--- config.mk ---
export PLATFORM = sky130hd
export DESIGN_NAME = modbus_tx_framer
export DESIGN_NICKNAME = d
export VERILOG_FILES = /design/src/rtl/modbus_pkg.sv /design/src/rtl/modbus_crc16_byte.sv /design/src/rtl/modbus_tx_framer.sv
export SDC_FILE = /design/constraint.sdc
export NUM_CORES = 1
export LEC_CHECK = 0
export ABC_AREA = 1
export CORE_MARGIN = 2
export CORE_UTILIZATION = 49
export CTS_CLUSTER_SIZE = 30
export DETAILED_ROUTE_END_ITERATION = 8
export PLACE_DENSITY = 0.77
export SLEW_MARGIN = 20
export SYNTH_ARGS = -nofsm -noshare
export SYNTH_HDL_FRONTEND = slang
export SYNTH_SLANG_ARGS = --single-unit
export TNS_END_PERCENT = 10
--- constraint.sdc ---
create_clock -name clk_in -period 2.4 [get_ports clk_in]
set_clock_uncertainty 0.05 [all_clocks]
set_input_delay 0.48 -clock clk_in [delete_from_list [all_inputs] [get_ports clk_in]]
set_output_delay 0.48 -clock clk_in [all_outputs]
set_load 0.01 [all_outputs]
--- src/rtl/modbus_pkg.sv ---
// Shared constants and state encoding for the Modbus RTU response framer.
package modbus_pkg;
  localparam logic [7:0]  FC_RD_HOLD       = 8'h03;
  localparam logic [7:0]  FC_RD_INPUT      = 8'h04;
  localparam logic [7:0]  FC_WR_SINGLE     = 8'h06;
  localparam logic [7:0]  FC_WR_MULTI      = 8'h10;
  localparam logic [7:0]  EXC_ILLEGAL_FUNC = 8'h01;
  localparam logic [7:0]  EXC_ILLEGAL_VAL  = 8'h03;
  localparam logic [15:0] CRC_INIT         = 16'hFFFF;
  localparam logic [15:0] CRC_POLY         = 16'hA001;

  typedef enum logic [3:0] {
    IDLE, LOAD, HDR, FETCH, REG_HI, REG_LO, CRC_LO, CRC_HI, DONE
  } state_t;
endpackage

--- src/rtl/modbus_crc16_byte.sv ---
// One-byte CRC-16/Modbus update, LSB-first with the reflected polynomial.
module modbus_crc16_byte
  import modbus_pkg::*;
(
  input  logic [15:0] crc_in,
  input  logic [7:0]  byte_in,
  output logic [15:0] crc_out
);
  logic [15:0] c;
  always_comb begin
    c = crc_in ^ {8'h00, byte_in};
    for (int i = 0; i < 8; i++)
      c = c[0] ? ((c >> 1) ^ CRC_POLY) : (c >> 1);
    crc_out = c;
  end
endmodule

--- src/rtl/modbus_tx_framer.sv ---
// Builds a Modbus RTU response frame (header, register payload, CRC) and streams it byte by byte.
module modbus_tx_framer
  import modbus_pkg::*;
#(
  parameter logic [7:0] SADDR    = 8'h01,
  parameter int         MAX_REGS = 16
) (
  input  logic        clk_in,
  input  logic        rst_n_in,
  input  logic        handler_done,
  input  logic [7:0]  exception,
  input  logic [7:0]  func_code,
  input  logic [15:0] addr,
  input  logic [15:0] data,
  input  logic [7:0]  quantity,
  output logic        reg_rd_en,
  output logic [7:0]  reg_rd_idx,
  input  logic [15:0] reg_rd_data,
  output logic [7:0]  tx_byte,
  output logic        tx_valid,
  input  logic        tx_ready,
  output logic        busy,
  output logic        frame_done
);
  state_t      state_q, state_d;
  logic [7:0]  fc_q, exc_q, qty_q, idx_q, exc_eff, hdr_byte;
  logic [15:0] addr_q, data_q, rd_q, crc_q, crc_nxt;
  logic [2:0]  cnt_q, hdr_last;
  logic        fresh_q, xfer, is_read, go_regs, last_reg;

  assign is_read    = (fc_q == FC_RD_HOLD) || (fc_q == FC_RD_INPUT);
  assign go_regs    = (exc_q == 8'h00) && is_read;
  assign last_reg   = (idx_q == qty_q - 8'd1);
  assign xfer       = tx_valid && tx_ready;
  assign reg_rd_idx = idx_q;

  // exc_q holds the raw exception from capture until LOAD folds in the substitutions
  always_comb begin
    exc_eff = exc_q;
    if (exc_q == 8'h00) begin
      if (is_read) begin
        if (qty_q == 8'h00 || int'(qty_q) > MAX_REGS) exc_eff = EXC_ILLEGAL_VAL;
      end else if (fc_q != FC_WR_SINGLE && fc_q != FC_WR_MULTI) begin
        exc_eff = EXC_ILLEGAL_FUNC;
      end
    end
  end

  always_comb begin
    hdr_byte = 8'h00;
    hdr_last = 3'd2;
    if (exc_q != 8'h00 || is_read) begin
      case (cnt_q)
        3'd0:    hdr_byte = SADDR;
        3'd1:    hdr_byte = (exc_q != 8'h00) ? (fc_q | 8'h80) : fc_q;
        default: hdr_byte = (exc_q != 8'h00) ? exc_q : {qty_q[6:0], 1'b0};
      endcase
    end else begin
      hdr_last = 3'd5;
      case (cnt_q)
        3'd0:    hdr_byte = SADDR;
        3'd1:    hdr_byte = fc_q;
        3'd2:    hdr_byte = addr_q[15:8];
        3'd3:    hdr_byte = addr_q[7:0];
        3'd4:    hdr_byte = (fc_q == FC_WR_MULTI) ? 8'h00 : data_q[15:8];
        default: hdr_byte = (fc_q == FC_WR_MULTI) ? qty_q : data_q[7:0];
      endcase
    end
  end

  modbus_crc16_byte u_crc (.crc_in(crc_q), .byte_in(tx_byte), .crc_out(crc_nxt));

  always_comb begin
    state_d    = state_q;
    tx_byte    = 8'h00;
    tx_valid   = 1'b0;
    reg_rd_en  = 1'b0;
    busy       = (state_q != IDLE);
    frame_done = 1'b0;
    unique case (state_q)
      IDLE:  if (handler_done) state_d = LOAD;
      LOAD:  state_d = HDR;
      HDR: begin
        tx_byte  = hdr_byte;
        tx_valid = 1'b1;
        if (tx_ready && cnt_q == hdr_last) state_d = go_regs ? FETCH : CRC_LO;
      end
      FETCH: begin
        reg_rd_en = 1'b1;
        state_d   = REG_HI;
      end
      REG_HI: begin
        // read data is only on the bus in the first REG_HI cycle; after that use the copy
        tx_byte  = fresh_q ? reg_rd_data[15:8] : rd_q[15:8];
        tx_valid = 1'b1;
        if (tx_ready) state_d = REG_LO;
      end
      REG_LO: begin
        tx_byte  = rd_q[7:0];
        tx_valid = 1'b1;
        if (tx_ready) state_d = last_reg ? CRC_LO : FETCH;
      end
      CRC_LO: begin
        tx_byte  = crc_q[7:0];
        tx_valid = 1'b1;
        if (tx_ready) state_d = CRC_HI;
      end
      CRC_HI: begin
        tx_byte  = crc_q[15:8];
        tx_valid = 1'b1;
        if (tx_ready) state_d = DONE;
      end
      DONE: begin
        frame_done = 1'b1;
        state_d    = IDLE;
      end
      default: state_d = IDLE;
    endcase
  end

  always_ff @(posedge clk_in or negedge rst_n_in) begin
    if (!rst_n_in) begin
      state_q <= IDLE;
      fc_q    <= 8'h00;
      exc_q   <= 8'h00;
      qty_q   <= 8'h00;
      addr_q  <= 16'h0000;
      data_q  <= 16'h0000;
      rd_q    <= 16'h0000;
      crc_q   <= CRC_INIT;
      cnt_q   <= 3'd0;
      idx_q   <= 8'h00;
      fresh_q <= 1'b0;
    end else begin
      state_q <= state_d;
      fresh_q <= (state_q == FETCH);
      if (fresh_q) rd_q <= reg_rd_data;
      if (state_q == IDLE && handler_done) begin
        fc_q   <= func_code;
        exc_q  <= exception;
        qty_q  <= quantity;
        addr_q <= addr;
        data_q <= data;
      end
      if (state_q == LOAD) begin
        exc_q <= exc_eff;
        cnt_q <= 3'd0;
        idx_q <= 8'h00;
        crc_q <= CRC_INIT;
      end
      if (xfer && (state_q == HDR || state_q == REG_HI || state_q == REG_LO)) crc_q <= crc_nxt;
      if (xfer && state_q == HDR) cnt_q <= cnt_q + 3'd1;
      if (xfer && state_q == REG_LO && !last_reg) idx_q <= idx_q + 8'd1;
    end
  end
endmodule

* After elaboration in Yosys (flattened, before gate mapping)
Cells that the tools add are included.
** Operators by class
- Equality and inequality tests :: 28
- Magnitude comparators :: 1
- Reduce and logical (&&, ||, !) cells :: 28
- Add/subtract/negate cells :: 3
- Bitwise logic cells :: 9
- Multiplexer cells :: 42
** Operators with widths (count)
- $mux 16 :: 10
- $mux 8 :: 14
- $pmux 8 s5 :: 2
- $pmux 4 s8 :: 1
- $mux 4 :: 6
- $not 2->3 :: 8
- $eq 4x3->1 const B :: 4
- $logic_not 8->1 :: 2
- $pmux 8 s2 :: 1
- $xor 16x8->16 :: 1
- $mux 3 :: 5
- $ne 2x2->1 const B :: 7
- $logic_and 1x1->1 :: 9
- $add 8x1->8 const B :: 1
- $eq 4x2->1 const B :: 2
- $eq 8x2->1 const B :: 1
- $eq 8x3->1 const B :: 1
- $eq 8x5->1 const B :: 1
- $eq 8x8->1 :: 1
- $gt 8x5->1 const B :: 1
- $ne 8x3->1 const B :: 1
- $ne 8x5->1 const B :: 1
- $reduce_bool 2->1 :: 4
- $reduce_bool 8->1 :: 1
- other kinds (18) :: 26
** Storage, ports and cells
- Output and inout port bits :: 20
- Bits in registers :: 104
- Logic and storage cells :: 122
- Bits of input ports :: 76

* Depth between registers and ports, before layout
Gate-level depths: netlist of the first run.
- Word-level depth :: 23
- Gate-level depth with buffers :: 27
- Gate-level depth less buffers :: 27

* By module
From an unflattened synthesis of the first run, not the netlist that was laid out.
** Second synthesis, totals
- Cell total of the unflattened synthesis :: 860
- Area total of the unflattened synthesis :: 6247.2 µm²
** Modules (own cells, without submodules)
- modbus_tx_framer :: cells each 770, sequential area each 2622.5 µm², area each 5667.9 µm², times used 1
- modbus_crc16_byte :: cells each 90, sequential area each 0.0 µm², area each 579.3 µm², times used 1

* Least setup slack after synthesis of the first run
OpenSTA, ideal clock, no wires.
- Path kind :: reg2reg
- Start :: reg cnt_q[0]
- End :: reg crc_q[0]
- Stages on the path, launching flop included :: 27
- Slack :: -106 ps
- Library setup time :: 72 ps
- Required time :: 2278 ps
- Arrival :: 2384 ps
- Buffers on the path :: 1
- Clock period less this slack :: 2506 ps
- Cells stage by stage :: dfrtp_1 -> inv_1 -> ha_1 -> nor2_1 -> nor2_1 -> nor2_4 -> buf_6 -> nor2_2 -> nand2_1 -> nand2_1 -> nand2_1 -> nand3_2 -> nand2_2 -> nand2_2 -> nand2_2 -> nand2_1 -> nand2_2 -> nand2_4 -> nand2_4 -> nand2_4 -> nand3_2 -> nand2_2 -> nand2_2 -> nand3_2 -> nand3_2 -> nand2_1 -> inv_1
** Between the ends
- Longest elaborated chain between the ends :: 15
- Elaborated cells between the ends (all ways) :: 26
- Those cells by class :: eq/ne: 4; mux: 13; bitwise: 8; reduce/logical: 1
** RTL lines
- start, declared :: line modbus_tx_framer.sv:28 : logic [2:0] cnt_q, hdr_last;
- start signal, assigned :: line modbus_tx_framer.sv:152 : if (xfer && state_q == HDR) cnt_q <= cnt_q + 3'd1;
- $eq 3x3->1, or another cell as far along :: line modbus_tx_framer.sv:60 : case (cnt_q)
- $pmux 8 s5 / $pmux 8 s2 (equally long branches) :: line modbus_tx_framer.sv:60, modbus_tx_framer.sv:53
- $mux 8 * :: line modbus_tx_framer.sv:52 : if (exc_q != 8'h00 || is_read) begin
- $pmux 8 s5 * :: line modbus_tx_framer.sv:80 : unique case (state_q)
- via tx_byte[3] :: line modbus_tx_framer.sv:19 : output logic [7:0] tx_byte,
- $xor 16x8->16 * :: line modbus_crc16_byte.sv:11 : c = crc_in ^ {8'h00, byte_in};
- $mux 16 * (2 in a row) :: line modbus_crc16_byte.sv:13 : c = c[0] ? ((c >> 1) ^ CRC_POLY) : (c >> 1);
- $not 2->3 (no line)
- $mux 16 * (6 in a row) :: line modbus_crc16_byte.sv:13
- $mux 16 * :: line modbus_tx_framer.sv:151 : if (xfer && (state_q == HDR || state_q == REG_HI || state_q == REG_LO)) crc_q <= crc_nxt;
- end signal, assigned :: line modbus_tx_framer.sv:151
- end, declared :: line modbus_tx_framer.sv:27 : logic [15:0] addr_q, data_q, rd_q, crc_q, crc_nxt;
The timed path passes the listed nets; every way through them passes the cells marked *.
A chain may end at the register's enable or synchronous reset.

* Worst setup path in the final report of the first run
- Start :: reg cnt_q[0]
- End :: out tx_byte[6]
** Between the ends
- Longest elaborated chain between the ends :: 4
- Elaborated cells between the ends (all ways) :: 9
- Those cells by class :: eq/ne: 4; mux: 4; reduce/logical: 1
** RTL lines (line)
- $eq 3x3->1, or another cell as far along :: modbus_tx_framer.sv:60
- $pmux 8 s5 / $pmux 8 s2 (equally long branches) :: modbus_tx_framer.sv:60, modbus_tx_framer.sv:53
- $mux 8 * :: modbus_tx_framer.sv:52
- $pmux 8 s5 * :: modbus_tx_framer.sv:80
- end, declared :: modbus_tx_framer.sv:19
Mark *: on every way between the ends. The rest lies on a longest branch, timed or not.

==> out/results.txt, run 1 <==
Mux cell area share after synthesis - 3.10%
Antenna Cells - 0
Placement Setup Slack - -396 ps
Post-synth EDFFs - 0
Dominant synthesized flop cell - dfrtp_1
Sw power - 0.00568 W
Clk buf depth - 2
Setup Crit Path Kind - register to output pin
Part of the power in the clock network - 11.5%
Most common cell in the netlist - nand2_1
Setup crit start kind - register
Mapped Area - 6170 µm²
Largest net degree at the start of global routing - 58
Library cells used by synthesis - 50
Post-synthesis xor/xnor area fraction - 2.84%
Synth Area in Simple Gates - 27.6%
Critical path, cell by cell - inv_4, ha_4, nor2_4, nor2_4, nor2_4, inv_2, buf_4, a21oi_2, o21ai_1, a21oi_2, o21ai_4, buf_2
Clock Latency Late Sink - 360 ps
Mapped Nets - 863
Syn Inst Count - 780
Total CTS buffers - 9
Clk sinks - 104
Sequential fraction of the synthesis area - 42.5%
Max-slew headroom - 67.0%
GP Congestion - 0.945
LEAKAGE - 4.22 nW
Syn Area/Cell - 7.91 µm²
Post-synthesis compound-gate area fraction - 14.2%
HPWL Detailed - 13200 µm
CTS tree - done
Switching Share - 44.9%
Max H-tree Level - 3
Final core occ - 72.0%
Critical path peak fanout - 5
Pwr dens - 1450 nW/µm²
Total GRT Usage - 27.7%
Slowest cell delay on critical path - 460 ps
Die extent in y - 116 µm
Synth cell count leaders - nand2_1 (195), inv_1 (91), dfrtp_1 (88)
PortBufs - 95
Clock transition at the registers of the reported paths - 60 ps
R2R depth - 27
Unrepaired setup endpoints after global routing - true
Violated checks - setup timing
Crit-path slowest cell - dfrtp_2
Pint - 0.00697 W
Worst-Margin Slew - 494 ps
Cell Rows - 40
DRT Pass-1 Iters - 5
Initial antenna violation count - 0
FILL cells - 921
Worst Hold Class - input port to async pin
Worst reg-to-reg setup slack - -420 ps
Synth warn - 0
Fmax - 353 MHz
ANT nets after route - 0
Final hold viol count - 0
CORE AREA - 12200 µm²
Period minus WS final - 2830 ps
Endpoint class of the critical path - output pin
Max-cap violations - 0
Async set or reset register ratio after synthesis - 100%
First-pass GRT wire length - 28700 µm
Final nets - 1072
WP data arrival - 2300 ps
Iteration-0 DRC Markers - 529
Req. time, crit path - 1870 ps
Die area - 13500 µm²
Worst vdd ir - 0.00125 V
Seq pwr share - 24.6%
Die width - 116 µm
WHS - 26.2 ps
CTS Hold Bufs - 0
Root buf cell - clkbuf_16
Yosys top cell by area - dfrtp_1
Combinational Power Share - 63.9%
DRC - 0
Yosys reg bits - 104
Critical path's most frequent cell - nor2_4
# setup viols final - 27
Initial Util - 50.7%
Slew Viols, Final - 0
Global route overflow - 0
Post-Synth Adder-Cell Area - 1.42%
Share of the synthesized area in the top cell type - 35.7%
Vias in the first global route - 5975
Layout cells sized above 1 - 31.3%
Largest family of logic cells by synthesized area - simple AND/OR/NAND/NOR gates
Period utilisation layout - 118%
PnR worst setup slack - -431 ps
Avg WL per Cell - 15.6 µm
Status - finished, violations left
Final WL - 18100 µm
Synth area leaders - dfrtp_1 (36%), nand2_1 (12%), dfstp_2 (6.8%)
Num ports - 96
Via density - 5.27
P&R area growth vs syn - 41.8%
Vias after detailed routing - 6124
==> power groups by stage <==
stage | combinational [W] | sequential [W] | clock [W]
final | 0.00809 | 0.00312 | 0.00145
after global routing | 0.00882 | 0.00320 | 0.00154
after CTS | 0.00757 | 0.00310 | 0.00147
after detailed placement | 0.00712 | 0.00311 | 0
after global placement | 0.00698 | 0.00308 | 0
after floorplan | 0.00452 | 0.00300 | 0
==> cell usage in the layout (no fill, tap or decap), drive strengths merged, types with 6 or more instances in the layout <==
master and instances:
nand2 230, buf 130, inv 110, dfrtp 88, clkdlybuf4s50 82, o21ai 81, nand3 62, nor2 58
o22ai 19, mux2 17, dfstp 16, xor2 15, a21oi 13, clkbuf 13, ha 7, a22oi 6
nor3 6, a211oi 6
==> cells by family (layout without fill, tap and decap cells) <==
| group | count (synthesis) | after routing |
|---|---|---|
| AOI/OAI and AO/OA | 145 | 145 |
| xor gates and xnor gates | 17 | 17 |
| muxes | 17 | 17 |
| adders and majority gates | 7 | 7 |
| and+or+nand+nor | 362 | 362 |
| DFF | 104 | 104 |
| buffers and inverters | 128 | 342 |
==> flip-flops by register name, indices dropped and copies added (netlist names), 8 cells and up <==
| register | count |
|---|---|
| data_q | 16 |
| reg_rd_idx | 8 |
| qty_q | 8 |
| fc_q | 8 |
| exc_q | 8 |
| addr_q | 16 |
| crc_q | 16 |
| rd_q | 16 |
==> worst max-delay path: cells and delay by family, from the launching register on <==
kind | cells | cell delay [ps]
DFF | 1 | 460
AOI/OAI and AO/OA | 4 | 520
and+or+nand+nor | 3 | 330
adders and majority gates | 1 | 180
buffers and inverters | 4 | 440
==> final cells by class <==
cell class,count,area [µm²],share of cell area (%)
Sequential cell,104,2630,30.0
Clock buffer,13,240,2.74
Tap cell,168,210,2.40
Clock inverter,3,42.5,0.486
Inverter,110,420,4.80
Timing Repair Buffer,216,1900,21.7
Multi-Input combinational cell,548,3320,37.9
==> layer usage <==
layer  up-vias  share of wire [%]  GRT usage, %
li1       2966                  -             -
met1      2935                 44          37.3
met2       191                 48          44.7
met3        32                5.4          5.03
met4         0                2.6          10.6
met5         -                  0             0
==> worst paths after layout <==
check	end	from
max	tx_byte[6]	cnt_q[0]$_DFFE_PN0P_
min	addr_q[14]$_DFFE_PN0P_	rst_n_in
max reg2reg	crc_q[0]$_DFFE_PN1P_	cnt_q[0]$_DFFE_PN0P_
min reg2reg	rd_q[8]$_DFFE_PN0P_	rd_q[8]$_DFFE_PN0P_
max in group asynchronous	crc_q[9]$_DFFE_PN1P_	rst_n_in
min in group clk_in	rd_q[8]$_DFFE_PN0P_	rd_q[8]$_DFFE_PN0P_
==> per-stage QoR <==
step                setup TNS [ps]  instances  instance area (µm²)  power (W)
finish                       -5310       1162                 8750     0.0127
global route                 -9480       1162                 8750     0.0136
CTS                          -3820       1153                 8590     0.0121
detailed placement           -4370       1129                 8080     0.0102
global placement             -3420       1129                 8080     0.0101
floorplan                     -106        780                 6200    0.00752
==> what timing repair did <==
action | in CTS | in global routing
setup endpoints to repair | 27 | 30
pin swaps | 24 | 27
setup buffers | 8 | 9
gates resized for setup | 85 | 33
No activity file was read; power rests on OpenSTA's default activity.
==> run 2, diff against run 1 <==
- PLACE_DENSITY: 0.77 -> 0.76
- SYNTH_HIERARCHICAL: default -> 1
==> run 2 against run 1 <==
Net effect: the run still ends with setup timing left; power up 10%; synthesized cell count up 10%; critical path type is now register to register; via count increased by 6.0%.
==> out/results.txt, run 2 <==
Library cells used by synthesis - 39
FILL cells - 1022
Period utilisation layout - 133%
Dpl cell area - 8230 µm²
Num ports - 96
Synth cell count leaders - nand2_1 (302), dfrtp_1 (88), inv_1 (70)
Syn Area/Cell - 7.26 µm²
Root buf cell - clkbuf_16
Slowest cell delay on critical path - 470 ps
Final std cell area, no fill - 8860 µm²
Die width - 117 µm
GP Congestion - 1.00
Post-Synth Adder-Cell Area - 1.60%
Synth warn - 6
Final nets - 1147
Critical path peak fanout - 5
Critical path, cell by cell - buf_6, ha_4, nand2_4, inv_4, nor3_4, inv_2, buf_4, nand3_2, nand2_1, nand2_1, nand3_2, nand2_2, buf_4, xor2_4, buf_4, nand2_4, nand3_4, nand2_4, nand2_4, nand3_4, nand3b_1, nand2_1, nor2_1, a21oi_1
Unrepaired setup endpoints after global routing - true
Clock transition at the registers of the reported paths - 70 ps
WHS - 18.2 ps
Final hold viol count - 0
ANT nets after route - 0
Clock Latency Late Sink - 360 ps
Vias in the first global route - 6236
Synth area leaders - dfrtp_1 (35%), nand2_1 (18%), dfstp_2 (6.7%)
Die extent in y - 117 µm
Layout Cells excl Fill - 1240
Vias after detailed routing - 6492
PortBufs - 95
First-pass GRT wire length - 29700 µm
Final WL - 18500 µm
Worst Hold Class - input port to async pin
Post-placement cell count - 1213
Period minus WS final - 3190 ps
Critical path's most frequent cell - nand2_4
Initial Util - 49.9%
LEAKAGE - 4.48 nW
Die area - 13700 µm²
Clk sinks - 104
HPWL Detailed - 13600 µm
Yosys reg bits - 104
Syn Inst Count - 860
# setup viols final - 18
Total CTS buffers - 9
Max-cap violations - 0
Status - finished, violations left
Placement Setup Slack - -804 ps
Endpoint class of the critical path - register
PnR worst setup slack - -785 ps
CTS tree - done
Slew Viols, Final - 0
Max-slew headroom - 43.9%
Post-synthesis compound-gate area fraction - 10.3%
Mapped Area - 6250 µm²
Avg WL per Cell - 14.9 µm
Iteration-0 DRC Markers - 511
Synth Area in Simple Gates - 35.1%
Share of the synthesized area in the top cell type - 35.2%
Most common cell in the netlist - nand2_1
P&R area growth vs syn - 41.8%
Dominant synthesized flop cell - dfrtp_1
Largest family of logic cells by synthesized area - simple AND/OR/NAND/NOR gates
Async set or reset register ratio after synthesis - 100%
Worst vdd ir - 0.000881 V
Antenna Cells - 0
Crit-path slowest cell - dfrtp_2
Fmax - 314 MHz
DRT Pass-1 Iters - 6
Cell Rows - 41
Most frequent cells in the layout - nand2_1 (283), buf_4 (124), dfrtp_1 (86)
Global route overflow - 0
Max H-tree Level - 3
DRC - 0
Yosys top cell by area - dfrtp_1
Largest net degree at the start of global routing - 71
Worst-Margin Slew - 838 ps
CORE AREA - 12500 µm²
Total GRT Usage - 28.3%
Post-synthesis xor/xnor area fraction - 2.94%
Sequential fraction of the synthesis area - 42.0%
Req. time, crit path - 2600 ps
Via density - 5.24
Pwr Total - 0.0139 W
Most common cell after layout, fill and taps aside - nand2_1
Mux cell area share after synthesis - 0%
Initial antenna violation count - 0
Setup Crit Path Kind - register to register
Setup crit start kind - register
Pwr dens - 1570 nW/µm²
Post-synth EDFFs - 0
Violated checks - setup timing
Layout cells sized above 1 - 26.9%
Clk buf depth - 2
Mapped Nets - 944
WP data arrival - 3380 ps
run 2: cell families after synthesis:
kind of cell	Yosys count
AND/OR/NAND/NOR	493
buffers and inverters	120
AO/OA/AOI/OAI	114
flip-flops	104
XOR/XNOR	21
adder cells (fa/ha/maj)	8
run 2: area by class of cell:
| type | count | area, µm² | area share, % |
|---|---|---|---|
| clock inverters | 5 | 56.3 | 0.636 |
| multi-input cells | 636 | 3430 | 38.7 |
| repair buffers | 221 | 1940 | 21.9 |
| clock buffers | 11 | 243 | 2.74 |
| flip-flops and latches | 104 | 2630 | 29.6 |
| inverters | 90 | 343 | 3.87 |
| well taps | 172 | 215 | 2.43 |
| repair inverters | 1 | 7.51 | 0.0847 |
run 2: layer usage:
metal	GRT usage (%)	vias to the layer above	wire (µm)
met3	5.72	46	1110
met2	47.6	269	8890
met5	0	-	0
met1	36.6	3032	7920
li1	-	3145	-
met4	9.96	0	588
run 2: report_power, final:
group          total (W)  leakage (nW)  switching, W  internal [W]
logic            0.00935          3.06       0.00526       0.00409
clock network    0.00150         0.145      0.000666      0.000836
registers        0.00308          1.27      0.000501       0.00258
total             0.0139          4.48       0.00642       0.00750
run 2: what timing repair did:
item	in CTS	in global routing
resized for setup	58	28
hold buffers	0	0
gates cloned	1	0
setup endpoints to repair	22	21
setup buffers	4	6
pin swaps	12	33
run 2: path summary, 6_finish.rpt:
path                       slack (ps)                  start                     end  cells after the start
max                              -790   cnt_q[0]$_DFFE_PN0P_   crc_q[13]$_DFFE_PN1P_                     24
min                                20               rst_n_in  addr_q[13]$_DFFE_PN0P_                      1
max reg2reg                      -790   cnt_q[0]$_DFFE_PN0P_   crc_q[13]$_DFFE_PN1P_                     24
min reg2reg                       430  addr_q[2]$_DFFE_PN0P_   addr_q[2]$_DFFE_PN0P_                      2
max in group asynchronous        1650               rst_n_in    crc_q[2]$_DFFE_PN1P_                      2
min in group clk_in               430  addr_q[2]$_DFFE_PN0P_   addr_q[2]$_DFFE_PN0P_                      2
run 2: worst max-delay path: cells and delay by family, from the launching register on:
| kind | cells | cell delay [ps] |
|---|---|---|
| XOR/XNOR | 1 | 200 |
| AO/OA/AOI/OAI | 1 | 60 |
| adder cells (fa/ha/maj) | 1 | 160 |
| AND/OR/NAND/NOR | 15 | 1370 |
| flip-flops | 1 | 470 |
| buffers and inverters | 6 | 740 |
run 2: metrics by stage:
stage | TNS, ps | util (%)
5_1_grt | -12350 | 70.8
4_1_cts | -7140 | 69.5
6_report | -9210 | 70.8
2_1_floorplan | -2640 | -
3_3_place_gp | -7180 | 65.7
3_5_place_dp | -8870 | 65.7
